--- config.mk ---
export PLATFORM = sky130hd
export DESIGN_NAME = uart_tx_fifo
export DESIGN_NICKNAME = d
export VERILOG_FILES = /design/src/rtl/uart_pkg.sv /design/src/rtl/sync_fifo.sv /design/src/rtl/uart_tx_fifo.sv
export SDC_FILE = /design/constraint.sdc
export NUM_CORES = 1
export LEC_CHECK = 0
export BUFFER_PORTS_ARGS = -buffer_cell sky130_fd_sc_hd__buf_2
export CORE_MARGIN = 4
export CORE_UTILIZATION = 40
export CTS_CLUSTER_SIZE = 20
export DETAILED_ROUTE_END_ITERATION = 12
export PLACE_DENSITY = 0.62
export SETUP_SLACK_MARGIN = 0.3
export SLEW_MARGIN = 20
export SYNTH_ARGS = -nofsm -noshare
export SYNTH_HDL_FRONTEND = slang
export SYNTH_SLANG_ARGS = --single-unit
--- constraint.sdc ---
create_clock -name clk_i -period 3.1 [get_ports clk_i]
set_input_delay 0.155 -clock clk_i [delete_from_list [all_inputs] [get_ports clk_i]]
set_output_delay 0.155 -clock clk_i [all_outputs]
set_load 0.01 [all_outputs]
--- src/rtl/uart_pkg.sv ---
// rtl/uart_pkg.sv - frame constants, FSM state encoding and baud divisor helper for the UART transmitter
package uart_pkg;

  localparam int DATA_BITS = 8;
  localparam int BIT_CNT_W = $clog2(DATA_BITS);

  typedef logic [1:0] tx_state_t;

  localparam tx_state_t IDLE  = 2'd0;
  localparam tx_state_t START = 2'd1;
  localparam tx_state_t DATA  = 2'd2;
  localparam tx_state_t STOP  = 2'd3;

  // Truncating division: the bit period is rounded down to whole clocks.
  function automatic int baud_divisor(input int clk_freq, input int baudrate);
    return clk_freq / baudrate;
  endfunction

endpackage

--- src/rtl/sync_fifo.sv ---
// rtl/sync_fifo.sv - single-clock FIFO with show-ahead read data and a separately held occupancy count
module sync_fifo #(
  parameter int WIDTH = 8,
  parameter int DEPTH = 8
) (
  input  logic                     clk,
  input  logic                     rst_n,
  input  logic                     push,
  input  logic [WIDTH-1:0]         wdata,
  input  logic                     pop,
  output logic [WIDTH-1:0]         rdata,
  output logic                     full,
  output logic                     empty,
  output logic [$clog2(DEPTH):0]   count
);

  localparam int PTR_W = $clog2(DEPTH);

  typedef logic [PTR_W-1:0] ptr_t;
  typedef logic [PTR_W:0]   cnt_t;

  localparam cnt_t DEPTH_C = cnt_t'(DEPTH);

  logic [WIDTH-1:0] mem [DEPTH];
  ptr_t             wr_ptr;
  ptr_t             rd_ptr;
  logic             do_push;
  logic             do_pop;

  assign full    = (count == DEPTH_C);
  assign empty   = (count == '0);
  assign do_push = push && !full;
  assign do_pop  = pop && !empty;
  assign rdata   = mem[rd_ptr];

  // Storage needs no reset: flushing the pointers and count empties the FIFO.
  always_ff @(posedge clk) begin
    if (do_push) begin
      mem[wr_ptr] <= wdata;
    end
  end

  always_ff @(posedge clk or negedge rst_n) begin
    if (!rst_n) begin
      wr_ptr <= '0;
      rd_ptr <= '0;
      count  <= '0;
    end else begin
      if (do_push) begin
        wr_ptr <= wr_ptr + ptr_t'(1);
      end
      if (do_pop) begin
        rd_ptr <= rd_ptr + ptr_t'(1);
      end
      case ({do_push, do_pop})
        2'b10:   count <= count + cnt_t'(1);
        2'b01:   count <= count - cnt_t'(1);
        default: count <= count;
      endcase
    end
  end

endmodule

--- src/rtl/uart_tx_fifo.sv ---
// rtl/uart_tx_fifo.sv - buffered 8N1 UART transmitter fed from a byte FIFO, frames sent back-to-back
module uart_tx_fifo #(
  parameter int CLK_FREQ   = 40000000,
  parameter int BAUDRATE   = 115200,
  parameter int FIFO_DEPTH = 8
) (
  input  logic                          clk_i,
  input  logic                          rst_ni,
  input  logic [7:0]                    data_i,
  input  logic                          valid_i,
  output logic                          ready_o,
  output logic                          tx_o,
  output logic                          busy_o,
  output logic [$clog2(FIFO_DEPTH):0]   fifo_count_o
);

  import uart_pkg::*;

  localparam int BAUDDELAY = baud_divisor(CLK_FREQ, BAUDRATE);
  localparam int CNT_W     = (BAUDDELAY > 1) ? $clog2(BAUDDELAY) : 1;

  typedef logic [CNT_W-1:0]     baud_cnt_t;
  typedef logic [BIT_CNT_W-1:0] bit_cnt_t;

  localparam baud_cnt_t RELOAD   = baud_cnt_t'(BAUDDELAY - 1);
  localparam bit_cnt_t  LAST_BIT = bit_cnt_t'(DATA_BITS - 1);

  tx_state_t              state;
  logic [DATA_BITS-1:0]   shift_reg;
  logic [DATA_BITS-1:0]   fifo_rdata;
  bit_cnt_t               bit_cnt;
  baud_cnt_t              baud_cnt;
  logic                   tx_q;
  logic                   fifo_full;
  logic                   fifo_empty;
  logic                   push;
  logic                   load;

  assign ready_o = !fifo_full;
  assign push    = valid_i && ready_o;
  assign tx_o    = tx_q;
  assign busy_o  = (state != IDLE) || !fifo_empty;

  // A byte is taken either from idle or at the last stop-bit cycle, so frames chain with no gap.
  assign load = !fifo_empty && ((state == IDLE) || ((state == STOP) && (baud_cnt == '0)));

  sync_fifo #(
    .WIDTH (DATA_BITS),
    .DEPTH (FIFO_DEPTH)
  ) u_fifo (
    .clk   (clk_i),
    .rst_n (rst_ni),
    .push  (push),
    .wdata (data_i),
    .pop   (load),
    .rdata (fifo_rdata),
    .full  (fifo_full),
    .empty (fifo_empty),
    .count (fifo_count_o)
  );

  always_ff @(posedge clk_i or negedge rst_ni) begin
    if (!rst_ni) begin
      state     <= IDLE;
      tx_q      <= 1'b1;
      shift_reg <= '0;
      bit_cnt   <= '0;
      baud_cnt  <= '0;
    end else begin
      case (state)
        IDLE: begin
          if (load) begin
            shift_reg <= fifo_rdata;
            tx_q      <= 1'b0;
            baud_cnt  <= RELOAD;
            state     <= START;
          end
        end
        START: begin
          if (baud_cnt == '0) begin
            tx_q      <= shift_reg[0];
            shift_reg <= {1'b0, shift_reg[DATA_BITS-1:1]};
            bit_cnt   <= LAST_BIT;
            baud_cnt  <= RELOAD;
            state     <= DATA;
          end else begin
            baud_cnt <= baud_cnt - baud_cnt_t'(1);
          end
        end
        DATA: begin
          if (baud_cnt == '0) begin
            baud_cnt <= RELOAD;
            if (bit_cnt != '0) begin
              tx_q      <= shift_reg[0];
              shift_reg <= {1'b0, shift_reg[DATA_BITS-1:1]};
              bit_cnt   <= bit_cnt - bit_cnt_t'(1);
            end else begin
              tx_q  <= 1'b1;
              state <= STOP;
            end
          end else begin
            baud_cnt <= baud_cnt - baud_cnt_t'(1);
          end
        end
        STOP: begin
          if (baud_cnt == '0) begin
            if (load) begin
              shift_reg <= fifo_rdata;
              tx_q      <= 1'b0;
              baud_cnt  <= RELOAD;
              state     <= START;
            end else begin
              state <= IDLE;
            end
          end else begin
            baud_cnt <= baud_cnt - baud_cnt_t'(1);
          end
        end
        default: begin
          state <= IDLE;
          tx_q  <= 1'b1;
        end
      endcase
    end
  end

endmodule

# After elaboration in Yosys (flattened, before gate mapping)
# Memory sizes are Yosys's and may differ from the RTL's.
# Index checks and enable logic that the tools add are counted.
totals:
  in_bits: 11
  register_bits: 33
  ramBits: 64
  memories: 1
  word_cells: 78
  output_inout_bits: 7
memory_table:
  columns: ["memory", "words", "width", "rd", "rd_ports_with_merged_regs", "write_ports", "line", "rtl"]
  rows:
  - ["u_fifo.mem", 8, 8, 1, 0, 1, "sync_fifo.sv:24", "logic [WIDTH-1:0] mem [DEPTH];"]
classes:
  n_eq_ne: 12
  addsub: 6
  n_reduce_logical: 21
  muxes: 30
op_table:
  columns: ["op", "count"]
  rows:
  - ["8-bit two-way mux", 5]
  - ["8-bit one-hot mux with 4 select lines", 1]
  - ["9-bit two-way mux", 3]
  - ["9-bit one-hot mux with 3 select lines", 1]
  - ["2-bit two-way mux", 5]
  - ["9-bit zero test", 1]
  - ["3-bit two-way mux", 3]
  - ["9-bit by 1-bit subtractor with 9-bit output (second input constant)", 1]
  - ["1-bit two-way mux", 8]
  - ["2-bit != test (second input constant)", 4]
  - ["2-bit one-hot mux with 4 select lines", 1]
  - ["4-bit one-hot mux with 2 select lines", 1]
  - ["4-bit AND reduction", 2]
  - ["3-bit by 1-bit adder with 3-bit output (second input constant)", 2]
  - ["2-bit equality test (second input constant)", 3]
  - ["3-bit one-hot mux with 2 select lines", 1]
  - ["2-bit nonzero test", 3]
  - ["1-bit logical AND", 5]
  - ["5-bit AND reduction", 1]
  - ["4-bit by 1-bit adder with 4-bit output (second input constant)", 1]
  - ["2-bit by 1-bit equality test with 1-bit output (second input constant)", 2]
  - ["4-bit equality test (second input constant)", 1]
  - ["4-bit zero test", 1]
  - ["2-bit by 1-bit != test with 1-bit output (second input constant)", 2]
  - ["other kinds (9)", 11]

# Logic depth before layout (Yosys ltp)
logic_depth:
  depth_word: 7
  ltp_mapped: 13
  ltp_nobuf: 12

# Modules after synthesis
# A second synthesis with hierarchy kept.
hier_totals:
  hier_cells: 337
  area_unflattened_um2: 4722.0
modules_own_cells:
  columns: ["mod", "cells_each", "area_per_inst_um2", "seq_area_each_um2", "instances"]
  rows:
  - ["sync_fifo", 160, 3134.3, 2172.1, 1]
  - ["uart_tx_fifo", 177, 1587.8, 576.8, 1]

# Least setup slack after synthesis
# No wires, ideal clock.
synth_path:
  path_kind: "flip-flop to flip-flop"
  from: "register baud_cnt[0]"
  to: "register u_fifo.count[3]"
  period_less_slack_ps: 2765
  setup_ps: 128
  stages_incl_launch_ff: 14
  required_ps: 2972
  t_arrival_ps: 2638
  n_path_buf: 1
  slack_ps: 335
  cell_sequence: "dfrtp_1 inv_1 ha_1 nor4b_2 a31oi_1 nor2_1 buf_2 ha_1 ha_1 a21o_1 a21oi_1 xnor2_1 nor2_1 xor2_1"
synth_via:
  elab_chain_cells: 7
  elab_cells_between_ends: 9
  cone_classes: "2 x eq/ne; 1 x mux; 6 x reduce/logical"
synth_lines:
  columns: ["element", "line", "rtl"]
  rows:
  - ["start: declaration", "uart_tx_fifo.sv:32", "baud_cnt_t baud_cnt;"]
  - ["start signal: assignment", "uart_tx_fifo.sv:87", "baud_cnt <= baud_cnt - baud_cnt_t'(1);"]
  - ["start signal: assignment", "uart_tx_fifo.sv:102", "baud_cnt <= baud_cnt - baud_cnt_t'(1);"]
  - ["start signal: assignment", "uart_tx_fifo.sv:116", "baud_cnt <= baud_cnt - baud_cnt_t'(1);"]
  - ["9-bit zero test *", "uart_tx_fifo.sv:45", "assign load = !fifo_empty && ((state == IDLE) || ((state == STOP) && (baud_cnt == '0)));"]
  - ["1-bit logical AND *", "uart_tx_fifo.sv:45", null]
  - ["1-bit logical OR *", "uart_tx_fifo.sv:45", null]
  - ["1-bit logical AND *", "uart_tx_fifo.sv:45", null]
  - ["1-bit logical AND *", "sync_fifo.sv:33", "assign do_pop = pop && !empty;"]
  - ["net u_fifo.do_pop", "sync_fifo.sv:28", "logic do_pop;"]
  - ["2-bit by 1-bit equality test with 1-bit output or 2-bit equality test (tied branches)", "sync_fifo.sv:55", "case ({do_push, do_pop})"]
  - ["4-bit one-hot mux with 2 select lines or 2-bit nonzero test (tied branches)", null, null]
  - ["end signal: assignment", "sync_fifo.sv:56", "2'b10: count <= count + cnt_t'(1);"]
  - ["end signal: assignment", "sync_fifo.sv:57", "2'b01: count <= count - cnt_t'(1);"]
  - ["end signal: assignment", "sync_fifo.sv:58", "default: count <= count;"]
  - ["end: declaration", "sync_fifo.sv:14", "output logic [$clog2(DEPTH):0] count"]
# Mark *: on every way through the listed nets, which the timed path passes. The rest lies on a longest branch.
# A chain may end at the register's enable or synchronous reset.

# Worst setup path after layout
layout_path:
  from: "register baud_cnt[0]"
  to: "register u_fifo.count[3]"
layout_via:
  elab_chain_cells: 7
  elab_cells_between_ends: 9
  cone_classes: "2 x eq/ne; 1 x mux; 6 x reduce/logical"
layout_lines:
  columns: ["element", "line"]
  rows:
  - ["9-bit zero test *", "uart_tx_fifo.sv:45"]
  - ["1-bit logical AND *", "uart_tx_fifo.sv:45"]
  - ["1-bit logical OR *", "uart_tx_fifo.sv:45"]
  - ["1-bit logical AND *", "uart_tx_fifo.sv:45"]
  - ["1-bit logical AND *", "sync_fifo.sv:33"]
  - ["2-bit by 1-bit equality test with 1-bit output or 2-bit equality test (tied branches)", "sync_fifo.sv:55"]
  - ["4-bit one-hot mux with 2 select lines or 2-bit nonzero test (tied branches)", null]
# Every way passes the cells marked *; elsewhere a longest branch is shown, timed or not.

==> summary.txt <==
Outcome
  – Outcome: finished clean

Setup path
  – Crit path top cell by count: ha_1
  – Slowest-stage cell, CP: dfrtp_1
  – Crit Path Max Fanout: 5
  – Crit path cell chain: inv_1 -> ha_1 -> nor4b_4 -> a31oi_2 -> nor2_1 -> ha_1 -> ha_1 -> a21o_1 -> a21oi_1 -> xnor2_1 -> nor2_1 -> xor2_1
  – Critical path required time: ~3.3 ns
  – Worst reg2reg endpoint: u_fifo.count[3]
  – CP delay by family, top: adder cells
  – CP max stage delay: roughly 0.4 ns
  – RR Startpoint: baud_cnt[0]
  – FF-to-FF path depth: 12
  – Setup CP Type: reg -> reg
  – R2R setup slack: around 0.47 ns
  – Critical Path AT: about 2.9 ns
  – CP bufs+invs: 1
  – Crit start category: register
  – CP Capture Type: register

Clock tree
  – CTS tree: done
  – Latest clock arrival within the worst-skew pair: about 0.35 ns
  – CTS buffer count: 9
  – CTS root buffer: clkbuf_16
  – Clock transition at the registers of the reported paths: 0.07 ns
  – CTS Sinks: 97
  – Clock buffer depth: 2
  – H-tree levels: 3

Cells and area
  – Fraction of layout cells with a size suffix above 1: ~27%
  – Layout Cells excl Fill: about 490
  – # nets final: approximately 370
  – Multi-input gate area: around 1700 sq um
  – Final instance area: 5150 sq um
  – Filler cells: approximately 1000
  – Register area: about 2700 sq um
  – Area added between synthesis and finish: 14.6%
  – Max reg flops: between 60 and 70
  – N_diodes: 0

Floorplan
  – FP Rows: 38
  – CORE AREA: 10900 sq um
  – Die ar.: 13000 sq um
  – Chip height: ~110 microns
  – Starting Density: roughly 41%
  – Die Wd: approximately 110 microns
  – IO Pins: 18

GRT
  – Total gr overflow: 0
  – GRT Overall Usage: ~14%
  – Vias in the first global route: 2753
  – First-pass GRT wire length: about 15 mm
  – Pin count of the biggest net entering global routing: 34
  – Initial antenna violation count: 0

STA
  – Max-slew violations: 0
  – Min Clock Period, post-route: 2.63 ns
  – Worst Skew: between 0.007 and 0.008 ns
  – Fmax: between 0.3 and 0.4 GHz
  – Ratio of final minimum period to clock period: a little over four fifths
  – Final Hold Vio Count: 0
  – Unrepaired setup endpoints after global routing: no
  – Final TNS setup: 0 ns
  – Max_slew headroom: 49.5%
  – Final setup violating endpoints: 0
  – Hold Slack: about 0.073 ns
  – Tightest Pin Transition: around 0.76 ns

Place
  – RePlAce Congestion: ~0.83
  – Post-placement cell area: 4810 sq um
  – Cell total after placement: between 400 and 500
  – Final HPWL DP: 5.59 mm
  – PortBufs: 17

Pwr
  – Seq pwr share: about half
  – Comb pwr share: 12.9%
  – Int Pwr: approximately 0.0024 W
  – Leakage power: ~1.8 nW
  – Clock network fraction of design power: between 30% and 40%
  – Cell area power density: ~630 nW/um^2
  – Power, Total: between 0.003 and 0.004 W
  – Switching portion of total power: 26.1%
  – Net load switching power: around 0.00085 W
  – VDD IR-drop max: about 360 uV

Synthesis
  – Unique masters post-synth: 53
  – EDFF count, synth: between 60 and 70
  – Async set or reset register ratio after synthesis: roughly 34%
  – Yosys Warn Count: 0
  – Most used DFF post-synth: edfxtp_1
  – Register area share after synthesis: approximately three fifths
  – Syn nets: approximately 340
  – Cell area after synthesis: 4500 sq um
  – Syn Inst Count: 310
  – Average cell area after synthesis: 14.5 sq um
  – Seq cells post-synth: 97

Worst hold path
  – Worst Hold Path EP: u_fifo.mem[7][2]
  – Min-Delay Path Class: in -> reg
  – Hold Startpoint: data_i[2]
  – Min-Delay Path Depth: 1

Route
  – WL per Instance: about 18 microns
  – Vias: around 2700
  – Vias per cell: between 5 and 6
  – Drt first pass iters: 4
  – DR iter-0 viols: 154
  – DRC: 0
  – Routed wire length: between 8 and 9 mm
  – Final ANT Viol Nets: 0

Job
  – Max-cap violations: 0
timing repair:
| item | in CTS | in global routing |
|---|---|---|
| hold endpoints to repair | 32 | 0 |
| hold buffers | 1 | 0 |
| endpoints found under the setup margin | 0 | 1 |
| gates resized for setup | 0 | 2 |
| setup buffers | 0 | 1 |
power groups by stage:
stage	sequential (W)	clock (W)	combinational (W)
floorplan	0.00167	0	0.000252
global placement	0.00169	0	0.000423
detailed placement	0.00170	0	0.000431
CTS	0.00167	0.00120	0.000434
global route	0.00169	0.00124	0.000475
finish	0.00167	0.00116	0.000419
how the worst max path moves through the flow:
stage | end | startpoint | slack, ns | depth (start not counted)
finish | u_fifo.count[3] | baud_cnt[0] | 0.47 | 12
floorplan | u_fifo.count[3] | baud_cnt[0] | 0.33 | 13
global placement | u_fifo.count[3] | baud_cnt[0] | 0.48 | 12
global route | u_fifo.count[3] | baud_cnt[0] | 0.28 | 12
detailed placement | u_fifo.count[3] | baud_cnt[0] | 0.33 | 12
CTS | u_fifo.count[3] | baud_cnt[0] | 0.31 | 12
layout make-up:
cell class / count / share of cell area, %
Clock buffer: 10 / 4.44
Clock inverter: 6 / 1.58
Inverter: 11 / 0.801
Multi-Input combinational cell: 189 / 32.4
Sequential cell: 97 / 53.4
Tap cell: 140 / 3.40
Timing Repair Buffer: 33 / 4.03
cells in the final DEF, fill, tap and decap left out, types with 3 or more instances in the layout:
cell type  count
nor2_1        11
dfrtp_1       32
nand2_1       17
buf_2         17
o21ai_0       11
and3_2         7
nor3b_1        3
o22ai_1        8
nor3_1        15
nand3_1        6
buf_4         15
a21oi_1       13
mux2_2         3
xnor2_1        5
mux2i_1        8
xor2_1         3
nor3_2         8
edfxtp_1      64
inv_8          3
ha_1          14
mux4_2        16
inv_1         11
o22a_1         6
clkbuf_16      9
stage by stage:
| step | setup WS [ns] | util, % |
|---|---|---|
| 6_report | 0.468 | 47.1 |
| 5_1_grt | 0.284 | 47.1 |
| 4_1_cts | 0.309 | 46.9 |
| 3_5_place_dp | 0.327 | 44.0 |
| 3_3_place_gp | 0.484 | 44.0 |
| 2_1_floorplan | 0.335 | - |
Yosys cell counts, drive strengths merged (4+ instances only):
cell | count | area, sq um
dfrtp | 32 | 801
buf | 6 | 45.0
mux4 | 16 | 360
and3 | 8 | 58.8
o22ai | 9 | 62.6
inv | 11 | 41.3
ha | 14 | 175
nor4b | 4 | 41.3
clkbuf | 7 | 26.3
mux2i | 8 | 80.1
nor3 | 23 | 155
nor2 | 11 | 41.3
o21ai | 11 | 55.1
nand2 | 17 | 63.8
edfxtp | 64 | 1920
a21oi | 13 | 65.1
xnor2 | 5 | 43.8
nand3 | 6 | 30.0
o22a | 7 | 62.6
worst reg2reg max path, cell delays in order, from the launching register on:
cell and delay (ns):
dfrtp_1 0.41, inv_1 0.09, ha_1 0.17, nor4b_4 0.29, a31oi_2 0.20, nor2_1 0.18
ha_1 0.22, ha_1 0.24, a21o_1 0.18, a21oi_1 0.18, xnor2_1 0.14, nor2_1 0.07
xor2_1 0.14
routing by layer:
metal	track usage (%)	wire, microns
met4	5.23	147
met3	3.24	321
met1	18.6	3850
met5	0	0
met2	24.2	4290
logic make-up (layout without fill, tap and decap cells):
logic type | Yosys count | in the layout | share of synthesized area [%]
AOI/OAI and AO/OA | 59 | 59 | 9.24
and+or+nand+nor | 80 | 80 | 10.7
buffers and inverters | 24 | 60 | 2.50
adders and majority gates | 15 | 15 | 4.34
xor gates and xnor gates | 8 | 8 | 1.56
DFF | 97 | 97 | 61.1
muxes | 27 | 27 | 10.5
No activity file was read; power rests on OpenSTA's default activity.
